File: src/rtl/pulse_event_timestamper_pkg.sv
// Shared defaults and helpers for the pulse event timestamper.
// Latency: n/a (constants and pure functions only).
// Backpressure: n/a.
package pulse_ts_pkg;

    localparam int TS_WIDTH_DEF    = 24;
    localparam int SEQ_WIDTH_DEF   = 8;
    localparam int DEPTH_DEF       = 16;
    localparam int ENTRY_WIDTH_DEF = SEQ_WIDTH_DEF + TS_WIDTH_DEF;

    // 8-bit increment that sticks at all-ones instead of wrapping
    function automatic logic [7:0] sat_inc8(input logic [7:0] v);
        return (v == 8'hFF) ? v : v + 8'd1;
    endfunction

endpackage

File: src/rtl/pulse_event_timestamper_if.sv
// Valid/ready stream carrying {seq, timestamp} event entries.
// Latency: n/a (wires only).
// Backpressure: producer holds ts_valid/ts_data while ts_ready is low.
interface pulse_ts_if
    import pulse_ts_pkg::*;
#(
    parameter int DATA_W = ENTRY_WIDTH_DEF
) ();

    logic              ts_valid;
    logic              ts_ready;
    logic [DATA_W-1:0] ts_data;

    modport master (output ts_valid, output ts_data, input ts_ready);
    modport slave  (input ts_valid, input ts_data, output ts_ready);

endinterface

File: src/rtl/pulse_event_timestamper_sync_fifo.sv
// Single-clock FIFO with first-word-fall-through read data.
// Latency: write visible at head one cycle after the write edge.
// Backpressure: writes while full are discarded unless a read happens in the same cycle.
module sync_fifo #(
    parameter int WIDTH = 32,
    parameter int DEPTH = 16
) (
    input  logic                     clk,
    input  logic                     reset,
    input  logic                     wr_en,
    input  logic [WIDTH-1:0]         wr_data,
    output logic                     full,
    input  logic                     rd_en,
    output logic [WIDTH-1:0]         rd_data,
    output logic                     empty,
    output logic [$clog2(DEPTH):0]   count
);

    localparam int AW = $clog2(DEPTH);

    logic [WIDTH-1:0] mem [DEPTH];
    logic [AW-1:0]    wr_ptr;
    logic [AW-1:0]    rd_ptr;
    logic [AW:0]      cnt;
    logic             do_wr;
    logic             do_rd;

    assign empty   = (cnt == '0);
    assign full    = (cnt == (AW+1)'(DEPTH));
    assign do_rd   = rd_en && !empty;
    // a full FIFO can still take a write when the head leaves in the same cycle
    assign do_wr   = wr_en && (!full || do_rd);
    assign rd_data = mem[rd_ptr];
    assign count   = cnt;

    // storage array; contents are don't-care until written
    always_ff @(posedge clk) begin
        if (do_wr) begin
            mem[wr_ptr] <= wr_data;
        end
    end

    // pointers and occupancy
    always_ff @(posedge clk) begin
        if (reset) begin
            wr_ptr <= '0;
            rd_ptr <= '0;
            cnt    <= '0;
        end else begin
            if (do_wr) wr_ptr <= wr_ptr + AW'(1);
            if (do_rd) rd_ptr <= rd_ptr + AW'(1);
            case ({do_wr, do_rd})
                2'b10:   cnt <= cnt + (AW+1)'(1);
                2'b01:   cnt <= cnt - (AW+1)'(1);
                default: cnt <= cnt;
            endcase
        end
    end

endmodule

File: src/rtl/pulse_event_timestamper.sv
// Timestamps rising edges of an asynchronous long pulse and queues {seq, ts} entries.
// Latency: event written 2 cycles after longsignal first sampled high; ts_valid one cycle later.
// Backpressure: FIFO absorbs DEPTH entries; further events are dropped and counted.
module pulse_event_timestamper
    import pulse_ts_pkg::*;
#(
    parameter int TS_WIDTH  = TS_WIDTH_DEF,
    parameter int SEQ_WIDTH = SEQ_WIDTH_DEF,
    parameter int DEPTH     = DEPTH_DEF
) (
    input  logic                   clk,
    input  logic                   reset,
    input  logic                   longsignal,
    input  logic                   enable,
    pulse_ts_if.master             ts,
    output logic [$clog2(DEPTH):0] fifo_count,
    output logic [7:0]             overflow_count
);

    localparam int EW = SEQ_WIDTH + TS_WIDTH;

    logic                 s1, s2, s3;
    logic                 det;
    logic                 pop;
    logic                 drop;
    logic                 full;
    logic                 empty;
    logic [TS_WIDTH-1:0]  ts_cnt;
    logic [SEQ_WIDTH-1:0] seq_cnt;
    logic [EW-1:0]        head;

    // synchronizer plus history flop; runs regardless of enable so a
    // re-enable in the middle of a high phase does not look like an edge
    always_ff @(posedge clk) begin
        if (reset) begin
            s1 <= 1'b0;
            s2 <= 1'b0;
            s3 <= 1'b0;
        end else begin
            s1 <= longsignal;
            s2 <= s1;
            s3 <= s2;
        end
    end

    assign det  = s2 && !s3 && enable;
    assign pop  = !empty && ts.ts_ready;
    assign drop = det && full && !pop;

    // free-running timestamp, wraps naturally
    always_ff @(posedge clk) begin
        if (reset) ts_cnt <= '0;
        else       ts_cnt <= ts_cnt + TS_WIDTH'(1);
    end

    // sequence number advances on every event, dropped ones included,
    // so a consumer can see gaps
    always_ff @(posedge clk) begin
        if (reset)    seq_cnt <= '0;
        else if (det) seq_cnt <= seq_cnt + SEQ_WIDTH'(1);
    end

    // saturating count of events lost to a full FIFO
    always_ff @(posedge clk) begin
        if (reset)     overflow_count <= '0;
        else if (drop) overflow_count <= sat_inc8(overflow_count);
    end

    sync_fifo #(
        .WIDTH (EW),
        .DEPTH (DEPTH)
    ) u_fifo (
        .clk     (clk),
        .reset   (reset),
        .wr_en   (det),
        .wr_data ({seq_cnt, ts_cnt}),
        .full    (full),
        .rd_en   (pop),
        .rd_data (head),
        .empty   (empty),
        .count   (fifo_count)
    );

    assign ts.ts_valid = !empty;
    assign ts.ts_data  = empty ? '0 : head;

endmodule

File: src/flat_wrapper.sv
// flat-port wrapper written by rule: the top's interface ports become plain ports
module pulse_event_timestamper_flat import pulse_ts_pkg::*;
#(
    parameter int TS_WIDTH  = TS_WIDTH_DEF,
    parameter int SEQ_WIDTH = SEQ_WIDTH_DEF,
    parameter int DEPTH     = DEPTH_DEF
)
  (clk, reset, longsignal, enable, fifo_count, overflow_count, ts_ts_valid, ts_ts_data, ts_ts_ready);
  pulse_ts_if #(.DATA_W(32)) ts_i ();
  input  logic clk;
  input  logic reset;
  input  logic longsignal;
  input  logic enable;
  output logic [$clog2(DEPTH):0] fifo_count;
  output logic [7:0] overflow_count;
  output wire logic [$bits(ts_i.ts_valid)-1:0] ts_ts_valid;
  output wire logic [$bits(ts_i.ts_data)-1:0] ts_ts_data;
  input wire logic [$bits(ts_i.ts_ready)-1:0] ts_ts_ready;
  assign ts_ts_valid = ts_i.ts_valid;
  assign ts_ts_data = ts_i.ts_data;
  assign ts_i.ts_ready = ts_ts_ready;
  pulse_event_timestamper #(.TS_WIDTH(TS_WIDTH), .SEQ_WIDTH(SEQ_WIDTH), .DEPTH(DEPTH)) u_core (.clk(clk), .reset(reset), .longsignal(longsignal), .enable(enable), .ts(ts_i), .fifo_count(fifo_count), .overflow_count(overflow_count));
endmodule
File: config.mk
export PLATFORM = sky130hd
export DESIGN_NAME = pulse_event_timestamper_flat
export DESIGN_NICKNAME = d
export VERILOG_FILES = /design/src/rtl/pulse_event_timestamper_pkg.sv /design/src/rtl/pulse_event_timestamper_if.sv /design/src/rtl/pulse_event_timestamper_sync_fifo.sv /design/src/rtl/pulse_event_timestamper.sv /design/src/flat_wrapper.sv
export SDC_FILE = /design/constraint.sdc
export NUM_CORES = 1
export LEC_CHECK = 0
export ABC_CLOCK_PERIOD_IN_PS = 4400
export CAP_MARGIN = 20
export CORE_MARGIN = 2
export CORE_UTILIZATION = 45
export CTS_BUF_LIST = sky130_fd_sc_hd__clkbuf_4 sky130_fd_sc_hd__clkbuf_8
export DETAILED_ROUTE_END_ITERATION = 12
export PLACE_DENSITY = 0.65
export SLEW_MARGIN = 40
export SYNTH_ARGS = -nofsm -noshare
export SYNTH_HDL_FRONTEND = slang
export SYNTH_SLANG_ARGS = --single-unit
export TNS_END_PERCENT = 10
File: constraint.sdc
create_clock -name clk -period 4.4 [get_ports clk]
set_input_delay 0.88 -clock clk [delete_from_list [all_inputs] [get_ports clk]]
set_output_delay 0.88 -clock clk [all_outputs]
set_load 0.01 [all_outputs]
After elaboration in Yosys (flattened, before gate mapping)
Memories as Yosys holds them, arrays and structs flattened. A register that Yosys moved wholly into a read port is not among the register bits.
Cells that the tools add are included.
{ "word_totals": {"elab_cells": 43, "ramBits": 512, "input_bits": 5, "n_memories": 1, "out_inout_bits": 46, "reg_bits": 56} }
{ "memory_table": {"columns": ["memory", "words", "width", "rd", "rd_clocked_by_memory_dff", "wr", "line", "source"], "rows": [
  ["u_core.u_fifo.mem", 16, 32, 1, 1, 1, "pulse_event_timestamper_sync_fifo.sv:21", "logic [WIDTH-1:0] mem [DEPTH];"]
]} }
{ "classes": {"mux": 6, "n_reduce_logical": 15, "add_sub_neg": 7, "n_eq_ne": 4, "bitwise": 1} }
{ "ops": {"columns": ["op", "n"], "rows": [
  ["32-bit 2-to-1 mux", 1],
  ["24-bit by 1-bit adder with 24-bit output (second input constant)", 1],
  ["8-bit by 1-bit adder with 8-bit output (second input constant)", 2],
  ["5-bit case mux with 2 select lines", 1],
  ["4-bit by 1-bit adder with 4-bit output (second input constant)", 2],
  ["8-bit equality test (second input constant)", 1],
  ["4-bit 2-to-1 mux", 2],
  ["1-bit logical AND", 7],
  ["5-bit by 1-bit adder with 5-bit output (second input constant)", 1],
  ["5-bit equality test (second input constant)", 1],
  ["5-bit logical NOT", 1],
  ["5-bit by 1-bit subtractor with 5-bit output (second input constant)", 1],
  ["1-bit logical NOT", 4],
  ["2-bit by 1-bit equality test with 1-bit output (second input constant)", 1],
  ["2-bit equality test (second input constant)", 1],
  ["1-bit 2-to-1 mux", 2],
  ["2-bit AND reduction", 1],
  ["2-bit nonzero test", 1],
  ["1-bit logical OR", 1],
  ["1-bit inverter", 1]
]} }

Depth between registers and ports, before layout
Gate-level depths: netlist of run 1.
{ "depth": {"ltp_word": 8, "depth_mapped": 9, "ltp_nobuf": 8} }

Hierarchy
From an unflattened synthesis of run 1, not the netlist that was laid out.
{ "unflattened": {"hier_cells": 1160, "hier_area_um2": 22240.1} }
{ "by_module_without_submodules": {"columns": ["mod", "area_each_um2", "n_inst", "cells_each", "seq_area_each_um2"], "rows": [
  ["sync_fifo", 20149.3, 1, 911, 15715.1],
  ["pulse_event_timestamper", 2090.8, 1, 249, 860.8]
]} }

Worst setup path after synthesis of run 1
OpenSTA, ideal clock, no wires.
{ "synth_timing": {"path_kind": "input to register", "start": "in enable", "end": "mem u_core.u_fifo.mem[3][0], enable pin", "t_arrival_ps": 3829, "slack_ps": 110, "cell_stages": 5, "required_time_ps": 3939, "path_buffers": 1, "cell_sequence": "nand3b_1 a31oi_1 buf_2 nand2_1 nor3_1"} }
{ "synth_between": {"elab_chain_cells": 4} }
{ "synth_rtl": {"columns": ["item", "line", "source"], "rows": [
  ["start: declaration", "flat_wrapper.sv:13", "input logic enable;"],
  ["1-bit logical AND", "pulse_event_timestamper.sv:46", "assign det = s2 && !s3 && enable;"],
  ["1-bit logical AND", "pulse_event_timestamper_sync_fifo.sv:32", "assign do_wr = wr_en && (!full || do_rd);"],
  ["1-bit 2-to-1 mux", "pulse_event_timestamper_sync_fifo.sv:38", "if (do_wr) begin"],
  ["1-bit 2-to-1 mux (not written as such)", "pulse_event_timestamper_sync_fifo.sv:39", "mem[wr_ptr] <= wr_data;"],
  ["end: declaration", "pulse_event_timestamper_sync_fifo.sv:21", null]
]} }
No other way between the ends.

==> run metrics, run 1 <==
status complete, no violations; RSZ-0062 raised after global routing false; area leader, netlist edfxtp_1; number of synthesized register bits 572; GRT Total Usage 0.188; asr flop ratio synth 0; Final Hold Fails 0; DIE HEIGHT 225 µm; combinational share of power 0.210; hold path start u_core.s1; initial antenna violation count 0; Synth warnings 0; initial core utilization 0.453; drt total wl 46.0 mm; WP data required 3520 ps; wire per inst 24.3 µm; Setup violations, final 0; Clock Latency Late Sink 650 ps; Slew @ Worst Pin 793 ps; post-synth net total 1073; Final #Nets 1208; I/O Pins 51; Hold Crit Class reg2reg; leading cell type in the layout, fill and taps excluded edfxtp_1; diode count 0; H-tree depth 3; Starting DRT DRC Count 928; PwrDens 525 nW/µm²; Max-cap violations 0; Critical Path AT 3340 ps; syn avg cell area 20.9 µm²; CTS root buf clkbuf_8; die area 50800 µm²; Clock Skew 25.7 ps; top post-synthesis cells by area edfxtp_1, mux4_2, dfxtp_1; Setup Buffers After CTS 0; CTS sink count 572; Critical Path Source Type flop; Worst path slowest cell mux4_2; max-slew violations 0; global-route wire length before repair 69.6 mm; cells after synthesis 1058; slowest stage delay, CP 510 ps; layout cell share with drive strength beyond 1 0.309; setup_tns 0 ps; CP delay by family, top buffers and inverters; Synth Cell Area 22100 µm²; Filler cells 3762; Area Growth Syn to Fin 16.4%; CP dominant cell by count mux4_2; Post-route DRC 0; Placer Congestion 0.759; Die Wd 225 µm; total number of vias 10.6k; P_leak 0.00823 µW; Psw 3350 µW; Netlist cell types 43; DR pass1 iterations 4; number of synthesized flops with an enable pin 512; core area 48600 µm²; Tcrit/Tclk final 0.958; Hold Slack 440 ps; post-synthesis sequential area ratio 0.751; vias in the first global route 11.1k; most frequent cells in the layout edfxtp_1, mux4_2, clkbuf_8, dfxtp_1, nor2_1; grt ovf 0; ys flop type edfxtp_1; P_int 10100 µW; achievable clock frequency 237 MHz; Worst VDD drop 0.406 mV; Net Sw Frac 0.248; row count 81; CP Class reg2out; IO buf count 50; antenna viol nets, final 0; crit-path cells buf_12 > buf_4 > mux4_2 > mux4_2 > and2_1 > clkdlybuf4s50_1; relative slew slack 0.471; Yosys top cell area share 0.697; CTS Buffer Depth 3; # hold bufs at CTS 0; CTS clk-pin slew, worst paths 60 ps; CTS tree yes; HPWL after DPL 24.7 mm; Critical Path Fanout Max 27; via/cell ratio 5.63; Inserted Clock Buffers 92; Reg power frac 0.444; Critical R2R Launch u_core.u_fifo.count[1]; Post-CTS Resized 0; largest net degree at the start of global routing 86; Final min period 4220 ps; Setup crit end kind output port; Buf/Inv on CP 3; Clk network pwr share 0.346
==> path summary, 6_finish.rpt <==
kind,to,cells after the start,slack (ps)
min reg2reg,u_core.s2,1,440
min,u_core.s2,1,440
max,ts_ts_data[16],6,180
max reg2reg,u_core.u_fifo.count[4],8,1680
==> flip-flops by register name (all words and copies together), names as in the netlist, named ones only <==
signal and count:
u_core.u_fifo.count 5, u_core.seq_cnt 8, u_core.u_fifo.wr_ptr 4, u_core.u_fifo.rd_ptr 4, u_core.ts_cnt 24, u_core.s1 1
u_core.overflow_count 8, u_core.s2 1, u_core.u_fifo.mem 512, u_core.s3 1
==> cell type report <==
class	count	area (µm²)	share of cell area
Clock inverter	21	160	0.00624
Inverter	8	30.0	0.00117
Timing Repair Buffer	90	998	0.0389
Clock buffer	147	1770	0.0688
Sequential cell	572	16600	0.646
Multi-Input combinational cell	429	5360	0.209
Tap cell	622	778	0.0303
==> synth_stat cells (all sizes together), types with 7 or more instances <==
library cell,count
nor3,9
edfxtp,512
ha,10
nand4,14
xnor2,10
nand2,21
dfxtp,60
nand3,17
nor2,65
xor2,30
and3,7
inv,8
o21ai,7
and2,34
buf,25
mux4,160
clkbuf,24
a21oi,10
==> worst reg2reg max path, stage by stage, from the launching register on <==
cell	delay, ps
dfxtp_1	480
nor4_1	130
a211oi_1	580
xor2_1	140
ha_1	260
or3_2	410
a21oi_1	160
a22oi_1	110
mux2_1	340
==> power by group through the flow <==
| stage | sequential [µW] | clock [µW] | combinational [µW] |
|---|---|---|---|
| after floorplan | 6060 | 0 | 1830 |
| after global placement | 6100 | 0 | 2900 |
| after detailed placement | 6100 | 0 | 2910 |
| after CTS | 5990 | 4770 | 2920 |
| after global routing | 6000 | 5000 | 3070 |
| final | 5990 | 4660 | 2830 |
==> metrics by stage <==
stage,power [µW],std cells,util,setup slack (ps),area [µm²]
after floorplan,7890,1058,-,110,22100
after global placement,9000,1721,0.488,713,23700
after detailed placement,9010,1721,0.488,631,23800
after CTS,13700,1889,0.528,96.2,25700
after global routing,14100,1889,0.528,27.0,25700
final,13500,1889,0.528,184,25700
==> metal layers <==
layer | vias to the layer above | global-route usage | share of wire
met1 | 5657 | 0.263 | 0.44
li1 | 4623 | - | -
met5 | - | 0 | 0
met3 | 44 | 0.0369 | 0.057
met4 | 0 | 0.0485 | 0.011
met2 | 318 | 0.306 | 0.50
==> kinds of logic after synthesis <==
family	synth area share
AND/OR/NAND/NOR	0.0448
XOR/XNOR	0.0159
AO/OA/AOI/OAI	0.00715
flip-flops	0.751
adder cells (fa/ha/maj)	0.00567
multiplexers	0.164
buffers and inverters	0.0108
Note: power is estimated with default switching activity, not from simulation.
==> run 2, diff against run 1 <==
- CTS_CLUSTER_DIAMETER: default -> 40
==> run 2 against run 1 <==
Effect of this change: final area grew 1.2%; critical path depth is the same; sequential share of layout area fell by 0.76 points; first-iteration DRC count shrank 4.2%; fmax shrank 0.32%; power up 4.4%; wire length is 0.48% higher; core utilization grew 0.62 points; clock power rose by 13%; register-to-register slack barely moved; setup slack worse by 13 ps; global-route usage hardly changed.
==> run metrics, run 2 (synthesized netlist as in run 1, its figures left out) <==
global-route wire length before repair 69.8 mm (was 69.6 mm); drt total wl 46.2 mm (was 46.0 mm); CTS Buffer Depth 3 (unchanged); Clock Latency Late Sink 650 ps (about the same); Setup crit end kind output port (unchanged); CTS tree yes (unchanged); Die Wd 225 µm (unchanged); wire per inst 24.2 µm (was 24.3 µm); diode count 0 (unchanged); DIE HEIGHT 225 µm (unchanged); core area 48600 µm² (unchanged); Hold Path Stages 1 (unchanged); Post-CTS Resized 0 (unchanged); Critical Path AT 3350 ps (was 3340 ps); status complete, no violations (unchanged); antenna viol nets, final 0 (unchanged); grt ovf 0 (unchanged); PwrDens 541 nW/µm² (was 525 nW/µm²); Critical Path Fanout Max 27 (unchanged); Setup Buffers After CTS 0 (unchanged); Critical Path Source Type flop (unchanged); HPWL after DPL 24.7 mm (unchanged); CP Class reg2out (unchanged); leading cell type in the layout, fill and taps excluded edfxtp_1 (unchanged); largest net degree at the start of global routing 86 (unchanged); Top reg by flops u_core.u_fifo.mem (unchanged); CTS clk-pin slew, worst paths 60 ps (about the same); DR WL met3 2.62 mm (about the same); vias in the first global route 11.2k (was 11.1k); Worst R2R Path Depth 8 (unchanged); Placer Congestion 0.759 (unchanged); Post-route DRC 0 (unchanged); # hold bufs at CTS 0 (unchanged); GRT Total Usage 0.189 (was 0.188); Tcrit/Tclk final 0.961 (was 0.958); initial core utilization 0.453 (unchanged); total number of vias 10.7k (was 10.6k); Final Hold Fails 0 (unchanged); Area Growth Syn to Fin 17.8% (was 16.4%); Max-cap violations 0 (unchanged); max-slew violations 0 (unchanged); initial antenna violation count 0 (unchanged); Slew @ Worst Pin 831 ps (was 793 ps); largest registers u_core.u_fifo.mem: 512 flops, u_core.ts_cnt: 24 flops (unchanged); M1 WL 19.9 mm (was 20.0 mm); WP data required 3520 ps (about the same); Filler cells 3731 (was 3762); relative slew slack 0.445 (was 0.471); Inserted Clock Buffers 98 (was 92); register-to-register setup slack 1670 ps (was 1680 ps); layout cell share with drive strength beyond 1 0.315 (was 0.309); Worst VDD drop 0.388 mV (was 0.406 mV); Hold Crit Class reg2reg (unchanged); DR pass1 iterations 5 (was 4); die area 50800 µm² (unchanged); P_leak 0.00836 µW (was 0.00823 µW); setup_tns 0 ps (unchanged); row count 81 (unchanged); Starting DRT DRC Count 889 (was 928); CTS root buf clkbuf_8 (unchanged); H-tree depth 3 (unchanged); Hold Slack 443 ps (was 440 ps); IO buf count 50 (unchanged); CTS sink count 572 (unchanged); I/O Pins 51 (unchanged); Setup violations, final 0 (unchanged); number of flip-flops in the largest register 512 (unchanged); RSZ-0062 raised after global routing false (unchanged); Detail Route met2 WL 23.0 mm (was 22.8 mm); via/cell ratio 5.61 (was 5.63); most frequent cells in the layout edfxtp_1, mux4_2, clkbuf_8, dfxtp_1, nor2_1 (unchanged); achievable clock frequency 236 MHz (was 237 MHz); Final #Nets 1214 (was 1208); Clock Skew 24.4 ps (was 25.7 ps); Final min period 4230 ps (was 4220 ps); top sig layer met4 (unchanged)
-- run 2: critical path, cell delays in order (launching register included) --
cell and delay, ps:
dfxtp_4 470, buf_12 270, buf_4 270, mux4_2 510, mux4_2 490, and2_1 180
clkdlybuf4s50_1 470
-- run 2: through the flow --
stage | worst slack, ps | util | instances | area (µm²) | power, µW
6_report | 170 | 0.534 | 1905 | 26000 | 14100
5_1_grt | 0.408 | 0.534 | 1905 | 26000 | 14600
4_1_cts | 80.2 | 0.534 | 1905 | 26000 | 14300
3_5_place_dp | 631 | 0.488 | 1721 | 23800 | 9010
3_3_place_gp | 713 | 0.488 | 1721 | 23700 | 9000
2_1_floorplan | 110 | - | 1058 | 22100 | 7890
-- run 2: worst paths after layout --
path	startpoint	to
setup / recovery	flop	ts_ts_data[16]
hold / removal	u_core.s1	u_core.s2
setup reg to reg	u_core.u_fifo.count[1]	u_core.u_fifo.count[4]
hold reg to reg	u_core.s1	u_core.s2
-- run 2: per-layer routing --
| layer | global-route usage | vias up |
|---|---|---|
| met5 | 0 | - |
| met4 | 0.0498 | 0 |
| met3 | 0.0396 | 60 |
| met2 | 0.308 | 298 |
| met1 | 0.260 | 5690 |
| li1 | - | 4648 |
-- run 2: cell type report --
type                       count  area [µm²]  share of cell area
timing repair buffer          90         998              0.0384
sequential                   572       16600               0.638
multi-input combinational    429        5360               0.206
clock buffer                 147        1830              0.0704
inverter                       8        30.0             0.00116
clock inverter                37         402              0.0155
tap                          622         778              0.0299
-- run 2: power breakdown --
group / total (µW) / internal [µW] / leakage (µW) / switching [µW]
Clock: 5250 / 3140 / 0.00117 / 2110
Sequential: 5990 / 5900 / 0.00529 / 91.5
Combinational: 2830 / 1570 / 0.00191 / 1260
Total: 14100 / 10600 / 0.00836 / 3460
==> run 3, diff against run 2 <==
- ABC_CLOCK_PERIOD_IN_PS: 4400 -> 4800
- PLACE_DENSITY: 0.65 -> 0.63
- clock period: 4.4 -> 4.8 ns (I/O delays scaled with it)
==> run 3 against run 2 <==
Effect of this change: core utilization is 0.21 points lower; final cell count is 0.42% lower; hold slack worse by 2.4 ps; clock-buffer cell count is 6 lower; sequential share of layout area is 0.25 points higher; final area is 0.39% lower; critical path depth is 1 lower; critical path type unchanged; critical endpoint is now ts_ts_data[29]; largest cell class unchanged; highest routed layer unchanged.
==> run metrics, run 3 (synthesized netlist as in run 1, its figures left out) <==
Inserted Clock Buffers 95 (was 98); GRT busiest layer met2 (unchanged); # hold bufs at CTS 0 (unchanged); WP data required 3840 ps (was 3520 ps); Tcrit/Tclk final 0.901; CP dominant cell by count mux4_2 (unchanged); row count 81 (unchanged); Reg power frac 0.436 (was 0.426); Clk network pwr share 0.371 (was 0.373); grt ovf 0 (unchanged); drt total wl 46.7 mm (was 46.2 mm); Critical Path Source Type flop (unchanged); antenna viol nets, final 0 (unchanged); P_int 9620 µW (was 10600 µW); Final #Nets 1209 (was 1214); Net Sw Frac 0.242 (was 0.246); CTS sink count 572 (unchanged); total number of vias 10.6k (was 10.7k); setup_tns 0 ps (unchanged); Slew @ Worst Pin 776 ps (was 831 ps); CTS clk-pin slew, worst paths 60 ps (about the same); CP Class reg2out (unchanged); Final Hold Fails 0 (unchanged); Psw 3070 µW (was 3460 µW); layout cell share with drive strength beyond 1 0.309 (was 0.315); wire per inst 24.6 µm (was 24.2 µm); Clock Latency Late Sink 650 ps (about the same); Post-CTS Resized 0 (unchanged); achievable clock frequency 231 MHz; max-slew violations 0 (unchanged); met1 usage 0.256 (was 0.260); diode count 0 (unchanged); met2 Use GR 0.315 (was 0.308); global-route wire length before repair 69.9 mm (was 69.8 mm); CTS Buffer Depth 3 (unchanged); Top reg by flops u_core.u_fifo.mem (unchanged); HPWL after DPL 26.0 mm (was 24.7 mm); Area Growth Syn to Fin 17.3% (was 17.8%); RSZ-0062 raised after global routing false (unchanged); crit-path cells buf_12 > mux4_2 > mux4_2 > and2_1 > clkdlybuf4s50_1 (was buf_12 > buf_4 > mux4_2 > mux4_2 > and2_1 > clkdlybuf4s50_1); core area 48600 µm² (unchanged); CTS tree yes (unchanged); DIE HEIGHT 225 µm (unchanged); CTS root buf clkbuf_8 (unchanged); DR pass1 iterations 5 (unchanged); Post-route DRC 0 (unchanged); Setup Buffers After CTS 0 (unchanged); slowest stage delay, CP 720 ps (was 510 ps); relative slew slack 0.482 (was 0.445); PwrDens 490 nW/µm² (was 541 nW/µm²); GRT Total Usage 0.191 (was 0.189); Final min period 4320 ps; via/cell ratio 5.59 (was 5.61); die area 50800 µm² (unchanged); Die Wd 225 µm (unchanged); Setup violations, final 0 (unchanged); initial core utilization 0.453 (unchanged); I/O Pins 51 (unchanged); Setup crit end kind output port (unchanged); vias in the first global route 11.2k (about the same); Worst path slowest cell dfxtp_4 (was mux4_2); Max-cap violations 0 (unchanged); initial antenna violation count 0 (unchanged); Starting DRT DRC Count 1018 (was 889); Hold Crit Class reg2reg (unchanged); combinational share of power 0.193 (was 0.201); number of flip-flops in the largest register 512 (unchanged); largest registers u_core.u_fifo.mem: 512 flops, u_core.ts_cnt: 24 flops (unchanged); Worst VDD drop 0.374 mV (was 0.388 mV); most frequent cells in the layout edfxtp_1, mux4_2, clkbuf_8, dfxtp_1, nor2_1 (unchanged); Critical Path Fanout Max 54 (was 27); leading cell type in the layout, fill and taps excluded edfxtp_1 (unchanged); total power 12700 µW (was 14100 µW); routing usage on met3 0.0373 (was 0.0396); P_leak 0.00830 µW (was 0.00836 µW); largest net degree at the start of global routing 55 (was 86); Critical Path AT 3360 ps (was 3350 ps); status complete, no violations (unchanged); Hold Slack 440 ps (was 443 ps); Clock Skew 19.9 ps (was 24.4 ps); Placer Congestion 0.745 (was 0.759); H-tree depth 3 (unchanged); IO buf count 50 (unchanged)
-- run 3: cell types whose count changed in the layout (fill, tap and decap cells not counted), moves of 2 or more --
| cell | before | now |
|---|---|---|
| buf_12 | 16 | 14 |
| clkbuf_8 | 116 | 110 |
| clkinv_1 | 9 | 12 |
| clkinv_2 | 11 | 8 |
| inv_6 | 3 | 0 |
-- run 3: final cells by class --
class	count	area [µm²]
clock buffer	141	1750
timing repair buffer	88	956
inverter	8	30.0
fill	3806	22800
tap	622	778
sequential	572	16600
clock inverter	37	418
multi-input combinational	429	5370
-- run 3: path summary, 6_finish.rpt --
check | from | endpoint | slack (ps) | cells after the start
worst max-delay path | flop | ts_ts_data[29] | 480 | 5
worst min-delay path | u_core.s1 | u_core.s2 | 440 | 1
worst max register to register | u_core.u_fifo.count[1] | u_core.u_fifo.count[4] | 2030 | 8
worst min register to register | u_core.s1 | u_core.s2 | 440 | 1
-- run 3: stage by stage --
stage / utilization / area [µm²] / std cells / setup slack [ps]
2_1_floorplan: - / 22100 / 1058 / 430
4_1_cts: 0.532 / 25900 / 1897 / 388
3_5_place_dp: 0.488 / 23700 / 1719 / 959
6_report: 0.532 / 25900 / 1897 / 477
5_1_grt: 0.532 / 25900 / 1897 / 304
3_3_place_gp: 0.487 / 23700 / 1719 / 1020
-- run 3: per-layer routing --
layer / part of all wire / vias to the layer above
li1: - / 4630
met1: 0.42 / 5609
met2: 0.51 / 301
met3: 0.053 / 69
met4: 0.019 / 0
met5: 0 / -
-- run 3: worst max-delay path: cells and delay by family (launching register included) --
kind	cells	cell delay [ps]
and+or+nand+nor	1	180
DFF	1	720
buffers and inverters	2	900
muxes	2	890
-- run 3: power by group through the flow --
stage	sequential, µW	clock, µW	combinational [µW]
after floorplan	5550	0	1670
after global placement	5630	0	2520
after detailed placement	5630	0	2520
after CTS	5530	4820	2530
after global routing	5540	5050	2660
final	5530	4710	2450
